`src/rtl/hilo_muldiv_unit_pkg.sv`:
```
// Shared definitions for the HI/LO multiply/divide unit.
//   MDU_WIDTH   : default operand width
//   MDU_MULTU   : op encoding for unsigned multiply
//   MDU_DIVU    : op encoding for unsigned divide
//   mdu_state_e : controller states IDLE / RUN / DONE
package hilo_muldiv_unit_pkg;

  localparam int unsigned MDU_WIDTH = 32;

  localparam logic MDU_MULTU = 1'b0;
  localparam logic MDU_DIVU  = 1'b1;

  typedef enum logic [1:0] {
    IDLE = 2'd0,
    RUN  = 2'd1,
    DONE = 2'd2
  } mdu_state_e;

endpackage

```
`src/rtl/hilo_muldiv_unit_iter_step.sv`:
```
// mdu_iter_step: one combinational iteration of the multiply/divide loop.
//   op_i  : MDU_MULTU (shift-add) or MDU_DIVU (restoring divide)
//   acc_i : 2*WIDTH working accumulator
//             multu: {partial product high, remaining multiplier bits}
//             divu : {partial remainder, dividend/quotient bits}
//   b_i   : operand held constant for the whole op (addend / divisor)
//   acc_o : accumulator after this iteration
module mdu_iter_step
  import hilo_muldiv_unit_pkg::*;
#(
  parameter int unsigned WIDTH = MDU_WIDTH
) (
  input  logic               op_i,
  input  logic [2*WIDTH-1:0] acc_i,
  input  logic [WIDTH-1:0]   b_i,
  output logic [2*WIDTH-1:0] acc_o
);

  logic [WIDTH:0]   mul_sum;  // upper half plus addend, carry kept
  logic [WIDTH:0]   rem_sh;   // shifted partial remainder (WIDTH+1 bits)
  logic             rem_geq;  // trial subtraction is non-negative
  logic [WIDTH-1:0] rem_sub;  // remainder after successful subtraction

  always_comb begin
    mul_sum = {1'b0, acc_i[2*WIDTH-1:WIDTH]} + (acc_i[0] ? {1'b0, b_i} : '0);

    rem_sh  = {acc_i[2*WIDTH-1:WIDTH], acc_i[WIDTH-1]};
    rem_geq = (rem_sh >= {1'b0, b_i});
    // When rem_sh >= b the difference is below b, so WIDTH bits are exact.
    rem_sub = rem_sh[WIDTH-1:0] - b_i;

    if (op_i == MDU_MULTU) begin
      // Carry lands in the top bit as the accumulator shifts right.
      acc_o = {mul_sum, acc_i[WIDTH-1:1]};
    end else if (rem_geq) begin
      acc_o = {rem_sub, acc_i[WIDTH-2:0], 1'b1};
    end else begin
      acc_o = {rem_sh[WIDTH-1:0], acc_i[WIDTH-2:0], 1'b0};
    end
  end

endmodule

```
`src/rtl/hilo_muldiv_unit.sv`:
```
// hilo_muldiv_unit: iterative unsigned multiply/divide owning HI/LO.
//   clk, rst     : rising-edge clock, synchronous active-low reset
//   start, op    : launch an op (0 = multu, 1 = divu), sampled in IDLE/DONE
//   a, b         : rs / rt operands
//   we_hi, we_lo : mthi / mtlo write enables, wd is the write data
//   busy         : high while an op iterates; controller stalls
//   done         : one-cycle pulse when hi/lo hold a new result
//   hi, lo       : HI / LO registers
module hilo_muldiv_unit
  import hilo_muldiv_unit_pkg::*;
#(
  parameter int unsigned WIDTH = MDU_WIDTH
) (
  input  logic             clk,
  input  logic             rst,
  input  logic             start,
  input  logic             op,
  input  logic [WIDTH-1:0] a,
  input  logic [WIDTH-1:0] b,
  input  logic             we_hi,
  input  logic             we_lo,
  input  logic [WIDTH-1:0] wd,
  output logic             busy,
  output logic             done,
  output logic [WIDTH-1:0] hi,
  output logic [WIDTH-1:0] lo
);

  localparam int unsigned CW = $clog2(WIDTH) + 1;

  mdu_state_e         state_q;
  logic [CW-1:0]      cnt_q;
  logic               op_q;
  logic [WIDTH-1:0]   b_q;
  logic [2*WIDTH-1:0] acc_q;
  logic [2*WIDTH-1:0] acc_d;
  logic [WIDTH-1:0]   hi_q;
  logic [WIDTH-1:0]   lo_q;
  logic               busy_q;
  logic               done_q;

  logic               last_iter;
  logic               div_zero;

  // Multiplication is commutative, so a is loaded as the shifted operand
  // and b is the addend; both ops then share the same load and unload.
  mdu_iter_step #(.WIDTH(WIDTH)) u_step (
    .op_i  (op_q),
    .acc_i (acc_q),
    .b_i   (b_q),
    .acc_o (acc_d)
  );

  assign last_iter = (cnt_q == CW'(WIDTH - 1));
  assign div_zero  = (op == MDU_DIVU) && (b == '0);

  always_ff @(posedge clk) begin
    if (!rst) begin
      state_q <= IDLE;
      cnt_q   <= '0;
      op_q    <= MDU_MULTU;
      b_q     <= '0;
      acc_q   <= '0;
      hi_q    <= '0;
      lo_q    <= '0;
      busy_q  <= 1'b0;
      done_q  <= 1'b0;
    end else begin
      done_q <= 1'b0;
      case (state_q)
        IDLE, DONE: begin
          // mthi/mtlo first so a same-edge result write takes priority.
          if (we_hi) hi_q <= wd;
          if (we_lo) lo_q <= wd;
          if (start) begin
            if (div_zero) begin
              hi_q    <= a;
              lo_q    <= '1;
              state_q <= DONE;
              done_q  <= 1'b1;
              busy_q  <= 1'b0;
            end else begin
              op_q    <= op;
              b_q     <= b;
              acc_q   <= {{WIDTH{1'b0}}, a};
              cnt_q   <= '0;
              state_q <= RUN;
              busy_q  <= 1'b1;
            end
          end else begin
            state_q <= IDLE;
            busy_q  <= 1'b0;
          end
        end
        RUN: begin
          acc_q <= acc_d;
          cnt_q <= cnt_q + CW'(1);
          if (last_iter) begin
            hi_q    <= acc_d[2*WIDTH-1:WIDTH];
            lo_q    <= acc_d[WIDTH-1:0];
            state_q <= DONE;
            done_q  <= 1'b1;
            busy_q  <= 1'b0;
          end
        end
        default: begin
          state_q <= IDLE;
          busy_q  <= 1'b0;
        end
      endcase
    end
  end

  assign busy = busy_q;
  assign done = done_q;
  assign hi   = hi_q;
  assign lo   = lo_q;

endmodule

```
`config.mk`:
```
export PLATFORM = sky130hd
export DESIGN_NAME = hilo_muldiv_unit
export DESIGN_NICKNAME = d
export VERILOG_FILES = /design/src/rtl/hilo_muldiv_unit_pkg.sv /design/src/rtl/hilo_muldiv_unit_iter_step.sv /design/src/rtl/hilo_muldiv_unit.sv
export SDC_FILE = /design/constraint.sdc
export NUM_CORES = 1
export LEC_CHECK = 0
export CAP_MARGIN = 20
export CORE_ASPECT_RATIO = 0.5
export CORE_UTILIZATION = 25
export CTS_CLUSTER_DIAMETER = 50
export DETAILED_ROUTE_END_ITERATION = 10
export PLACE_DENSITY_LB_ADDON = 0.1
export SYNTH_ARGS = -nofsm -noshare
export SYNTH_HDL_FRONTEND = slang
export SYNTH_SLANG_ARGS = --single-unit
```
`constraint.sdc`:
```
create_clock -name clk -period 3.2 [get_ports clk]
set_clock_uncertainty 0.1 [all_clocks]
set_input_delay 0.64 -clock clk [delete_from_list [all_inputs] [get_ports clk]]
set_output_delay 0.64 -clock clk [all_outputs]
set_load 0.1 [all_outputs]
```
# Yosys cells after proc, flatten, opt, wreduce, memory -nomap -nowiden
# Cells that the tools add are included.
[op_classes] n_addsub=3 mul=0 div=0 magnitude_cmp=1 n_eq_ne=6 shifts=0 muxes=31 bitwise_logic=1 reduce_logical=8
[op_table] operator="32-bit 2-to-1 mux" count=9
[op_table] operator="64-bit 2-to-1 mux" count=4
[op_table] operator="32-bit case mux with 2 select lines" count=2
[op_table] operator="64-bit case mux with 2 select lines" count=1
[op_table] operator="32-bit by 33-bit adder with 33-bit output" count=1
[op_table] operator="33-bit by 32-bit >= comparator with 1-bit output" count=1
[op_table] operator="32-bit zero test" count=1
[op_table] operator="32-bit subtractor" count=1
[op_table] operator="6-bit 2-to-1 mux" count=2
[op_table] operator="6-bit case mux with 2 select lines" count=1
[op_table] operator="6-bit by 1-bit adder with 6-bit output, second input constant" count=1
[op_table] operator="6-bit by 5-bit equality test with 1-bit output, second input constant" count=1
[op_table] operator="1-bit 2-to-1 mux" count=6
[op_table] operator="2-bit 2-to-1 mux" count=3
[op_table] operator="2-bit != test, second input constant" count=3
[op_table] operator="3-bit AND reduction" count=2
[op_table] operator="1-bit case mux with 2 select lines" count=2
[op_table] operator="2-bit case mux with 2 select lines" count=1
[op_table] operator="2-bit by 1-bit equality test with 1-bit output, second input constant" count=1
[op_table] operator="2-bit equality test, second input constant" count=1
[op_table] operator="2-bit zero test" count=1
[op_table] operator="2-bit AND reduction" count=1
[op_table] operator="2-bit nonzero test" count=1
[op_table] operator="2-bit OR reduction" count=1
[op_table] operator="other kinds (2)" count=2
[totals] register_bits=171 latchBits=0 ramBits=0 mem_bits_ro=0 in_bits=102 word_cells=59 n_memories=0

# Longest topological paths before layout
[depth] depth_word=5 mapped_depth=13 mapped_depth_nobuf=13

# By module
# Synthesis repeated with hierarchy kept, for this count alone.
[hier_totals] cells_unflattened=1633 area_unflattened_um2=12961.2
[by_module_without_submodules] mod="hilo_muldiv_unit" instances=1 cells_per_inst=977 area_each_um2=8147.8 seq_area_each_um2=3423.3
[by_module_without_submodules] mod="mdu_iter_step" instances=1 cells_per_inst=656 area_each_um2=4813.4 seq_area_each_um2=0.0

# Worst setup path before layout
# No wires, ideal clock.
[synth_timing] path_type="flip-flop to flip-flop" start="register acc_q[31]" end="register hi_q[30] (netlist: hi[30])" t_arrival_ns=3.032 required_time_ns=3.038 setup_slack_ns=0.006 stages_incl_launch_ff=14 synth_period_minus_slack_ns=3.194 cell_sequence="dfxtp_1 inv_1 ha_1 inv_1 fa_1 a21o_1 and4_4 o21ai_4 a21oi_2 or4b_4 and3_1 or3_1 a311oi_2 o221a_1"
[synth_via] elab_chain_len=5
[synth_rtl] element="start: declaration" line_no="hilo_muldiv_unit.sv:35" source="logic [2*WIDTH-1:0] acc_q;"
[synth_rtl] element="start signal: assignment" line_no="hilo_muldiv_unit.sv:85" source="acc_q <= {{WIDTH{1'b0}}, a};"
[synth_rtl] element="32-bit subtractor / 33-bit by 32-bit >= comparator with 1-bit output (equally long branches)" line_no="hilo_muldiv_unit_iter_step.sv:30, hilo_muldiv_unit_iter_step.sv:28"
[synth_rtl] element="64-bit 2-to-1 mux *" line_no="hilo_muldiv_unit_iter_step.sv:35" source="end else if (rem_geq) begin"
[synth_rtl] element="64-bit 2-to-1 mux *" line_no="hilo_muldiv_unit_iter_step.sv:32" source="if (op_i == MDU_MULTU) begin"
[synth_rtl] element="32-bit 2-to-1 mux *" line_no="hilo_muldiv_unit.sv:98" source="if (last_iter) begin"
[synth_rtl] element="32-bit case mux with 2 select lines *" line_no="hilo_muldiv_unit.sv:70" source="case (state_q)"
[synth_rtl] element="end signal: assignment" line_no="hilo_muldiv_unit.sv:73" source="if (we_hi) hi_q <= wd;"
[synth_rtl] element="end signal: assignment" line_no="hilo_muldiv_unit.sv:99" source="hi_q <= acc_d[2*WIDTH-1:WIDTH];"
[synth_rtl] element="end: declaration" line_no="hilo_muldiv_unit.sv:37" source="logic [WIDTH-1:0] hi_q;"
# Mark *: on every way between the ends. The rest lies on a longest branch, timed or not. The select of a mux whose other input is x is not followed.
# A chain may end at the register's enable or synchronous reset.

# Final worst setup path
[layout_timing] start="register acc_q[0]" end="register hi_q[31] (netlist: hi[31])"
[layout_via] elab_chain_len=5
[layout_rtl] element="32-bit 2-to-1 mux" line_no="hilo_muldiv_unit_iter_step.sv:25" source="mul_sum = {1'b0, acc_i[2*WIDTH-1:WIDTH]} + (acc_i[0] ? {1'b0, b_i} : '0);"
[layout_rtl] element="32-bit by 33-bit adder with 33-bit output" line_no="hilo_muldiv_unit_iter_step.sv:25"
[layout_rtl] element="64-bit 2-to-1 mux" line_no="hilo_muldiv_unit_iter_step.sv:32"
[layout_rtl] element="32-bit 2-to-1 mux" line_no="hilo_muldiv_unit.sv:98"
[layout_rtl] element="32-bit case mux with 2 select lines" line_no="hilo_muldiv_unit.sv:70"
# Every way passes these cells. The select of a mux whose other input is x is not followed.

==> flow_metrics.tcl <==
set metrics [dict create \
    status "finished with violations" \
    violations "design-rule violations, negative setup slack" \
    finalSetupViolCount 14 \
    worst_path_max_delay_cell "a311oi_2" \
    die_x_um 315 \
    finalNetCount 2195 \
    antennaDiodeCount 0 \
    r2r_cells 16 \
    syn_avg_cell_area_sq_um 7.37 \
    synth_most_common_cell "nand2_1" \
    track_usage 0.215 \
    timing.critical_path.mode_cell "buf_4" \
    fillCellCount 4906 \
    die_h_um 159 \
    required_ps 3440 \
    numCtsBuffers 17 \
    drive_gt1_frac 0.305 \
    r2r_start "acc_q[0]" \
    fmax_mhz 302 \
    path_cells "and2_4 > ha_4 > fa_2 > a211oi_2 > buf_4 > o211ai_1 > buf_4 > a21oi_2 > buf_4 > a211oi_4 > o31a_1 > a311oi_2 > buf_4 > o21ai_2 > nand3_2 > a31oi_1" \
    fin_crit_sh 1.03 \
    firstDrtPassIters 8 \
    fin_ws_ps -106 \
    clkTransAtPathRegs_ps 80 \
    timing_max_transition_violations_final 0 \
    cts_sinks 170 \
    htree_levels 4 \
    synth-warning-count 0 \
    critPathLaunch "acc_q[0]" \
    gp_congestion 0.858 \
    ys_types 89 \
    dieArea_sq_mm 0.0500 \
    dpl-instance-area_sq_mm 0.0163 \
    crit_type "flop to flop" \
    cts_tree "yes" \
    io_pins 168 \
    drtAntennaViolNets 0 \
    wire_per_inst_um 20.5 \
    place_ws_ps -541 \
    grt_max_degree 87 \
    max_cap_viol_count 0 \
    synth.top_cells.by_area "dfxtp_1 28%, nand2_1 9.2%, ha_1 6.6%" \
    synth-edff-count 0 \
    synth_seq_cells 170 \
    synth_area_sq_mm 0.0123 \
    cts_max_path_buffers 2 \
    ys_seq_area_frac 0.278 \
    timing.final.crit_period_ps 3310 \
    synthCells 1663 \
    irDropWorstVdd_uv 341 \
    insertion_delay_ps 470 \
    max-slew-margin-rel 0.489 \
    ys_top_cells_by_count "301 x nand2_1, 170 x dfxtp_1, 158 x a21oi_1" \
    netlist.area_leader.share 0.278 \
    fin_cells 2677 \
    dp.cells 2622 \
    synth.net_count 1832 \
    fin_util 0.389 \
    worstMarginPinSlew_ps 764 \
    endpoint_kind "flop" \
    cpPeakStageDelay_ps 390 \
    core_area_sq_mm 0.0476 \
    cts_root_buf "clkbuf_16" \
    hold_class "flop to flop" \
    io_buffers 167 \
    r2r-end "hi[31]" \
    hold_depth 1 \
    grt_pass1_vias 13125 \
    synth.largest_area_cell "dfxtp_1" \
    drcViolationCount 7 \
    grt_overflow 0 \
    dp_hpwl_um 40700 \
    ys_dominant_reg_cell "dfxtp_1" \
    power.leakage_uw 0.00748 \
    finalSetupTns_ps -535 \
    fin_area_sq_mm 0.0185 \
    reg2reg_slack_ps -110 \
    vias 13580 \
    arrival_ps 3540 \
    drt_wl_total_um 54900 \
    fp-row-count 56 \
    grt_pass1_wl_um 81500 \
    viasPerCell 5.07 \
    grt_setup_unrepaired "yes" \
    pwr_density_cell_mw_per_mm2 421 \
    drt_iter0_drc 847 \
    start_util 0.258 \
    cp_max_fo 4 \
    async_flop_share 0 \
    antenna_found_initial 1 \
    multiInputGateArea_sq_mm 0.00947 \
    seqCellArea_sq_mm 0.00344 \
    finalHoldViolCount 0 \
    min-delay-start "cnt_q[5]" \
    start_kind "flop" \
    syn_to_final_growth_pct 50.9 \
    holdPathEnd "cnt_q[5]" \
]
## critical path: cells and delay by family (launching register included)
kind	cells	cell delay (ps)
flops	1	340
fa+ha+maj	2	520
compound gates	8	1340
buf+inv	4	660
simple gates	2	250
## layer usage
layer	vias up	share of wire	track usage
li1	6730	-	-
met1	6530	0.51	0.317
met2	283	0.43	0.327
met3	37	0.048	0.0354
met4	0	0.010	0.0393
met5	-	0	0
## worst max-delay path by stage
stage / to / slack [ps]
2_1_floorplan: hi[30] / 6
5_1_grt: hi[25] / -230
6_report: hi[31] / -110
3_5_place_dp: hi[27] / -540
3_3_place_gp: hi[24] / -580
4_1_cts: hi[30] / -130
## final cells by class
cell class / instances / share of cell area
timing repair buffer: 458 / 0.216
sequential: 170 / 0.186
multi-input combinational: 1330 / 0.512
clock buffer: 17 / 0.0230
inverter: 49 / 0.00995
clock inverter: 15 / 0.00954
tap: 638 / 0.0432
## registers in the layout, summed over array words and instances (netlist names)
name and count:
lo 32, hi 32, state_q 2, done 1, op_q 1, acc_q 64, cnt_q 6, b_q 32
## through the flow
stage | total power [uW] | hold slack, ps
floorplan | 4220 | 322
global route | 8140 | 401
global placement | 5350 | 362
finish | 7770 | 373
detailed placement | 5330 | 353
CTS | 7650 | 373
## cells in the final DEF, fill, tap and decap left out, types with 18 or more instances in the layout
cell type | synthesis | routed
dfxtp_2 | 0 | 26
o21ai_0 | 154 | 140
a21boi_0 | 38 | 36
inv_1 | 48 | 38
a31oi_1 | 66 | 56
dfxtp_1 | 170 | 142
nand3_1 | 37 | 33
ha_1 | 65 | 26
nor2b_1 | 20 | 19
buf_12 | 0 | 18
o211ai_1 | 27 | 27
nand2_1 | 301 | 297
ha_4 | 0 | 37
a21oi_1 | 158 | 136
nor2_1 | 68 | 64
xnor2_1 | 30 | 25
a21oi_2 | 3 | 21
a21o_1 | 18 | 18
clkbuf_16 | 0 | 19
mux2i_1 | 68 | 68
buf_4 | 1 | 326
and2_1 | 37 | 24
clkdlybuf4s50_1 | 0 | 99
## report_power, final
| part | total, uW | internal [uW] | switching [uW] |
|---|---|---|---|
| Clock | 2220 | 1060 | 1170 |
| Combinational | 3110 | 1170 | 1940 |
| Sequential | 2450 | 2290 | 153 |
| Total | 7770 | 4520 | 3260 |
## cell families after synthesis
kind of cell | count (synthesis) | share of synthesized area
buffers and inverters | 163 | 0.0552
adders and majority gates | 67 | 0.0696
DFF | 170 | 0.278
xor gates and xnor gates | 47 | 0.0336
muxes | 70 | 0.0574
and+or+nand+nor | 552 | 0.206
AOI/OAI and AO/OA | 594 | 0.300
## timing repair
action	CTS	global route
pin swaps	43	71
hold buffers	0	0
setup endpoints to repair	58	61
cloned	0	2
resized for setup	98	173
setup buffers	12	14
No activity file was read; power rests on OpenSTA's default activity.
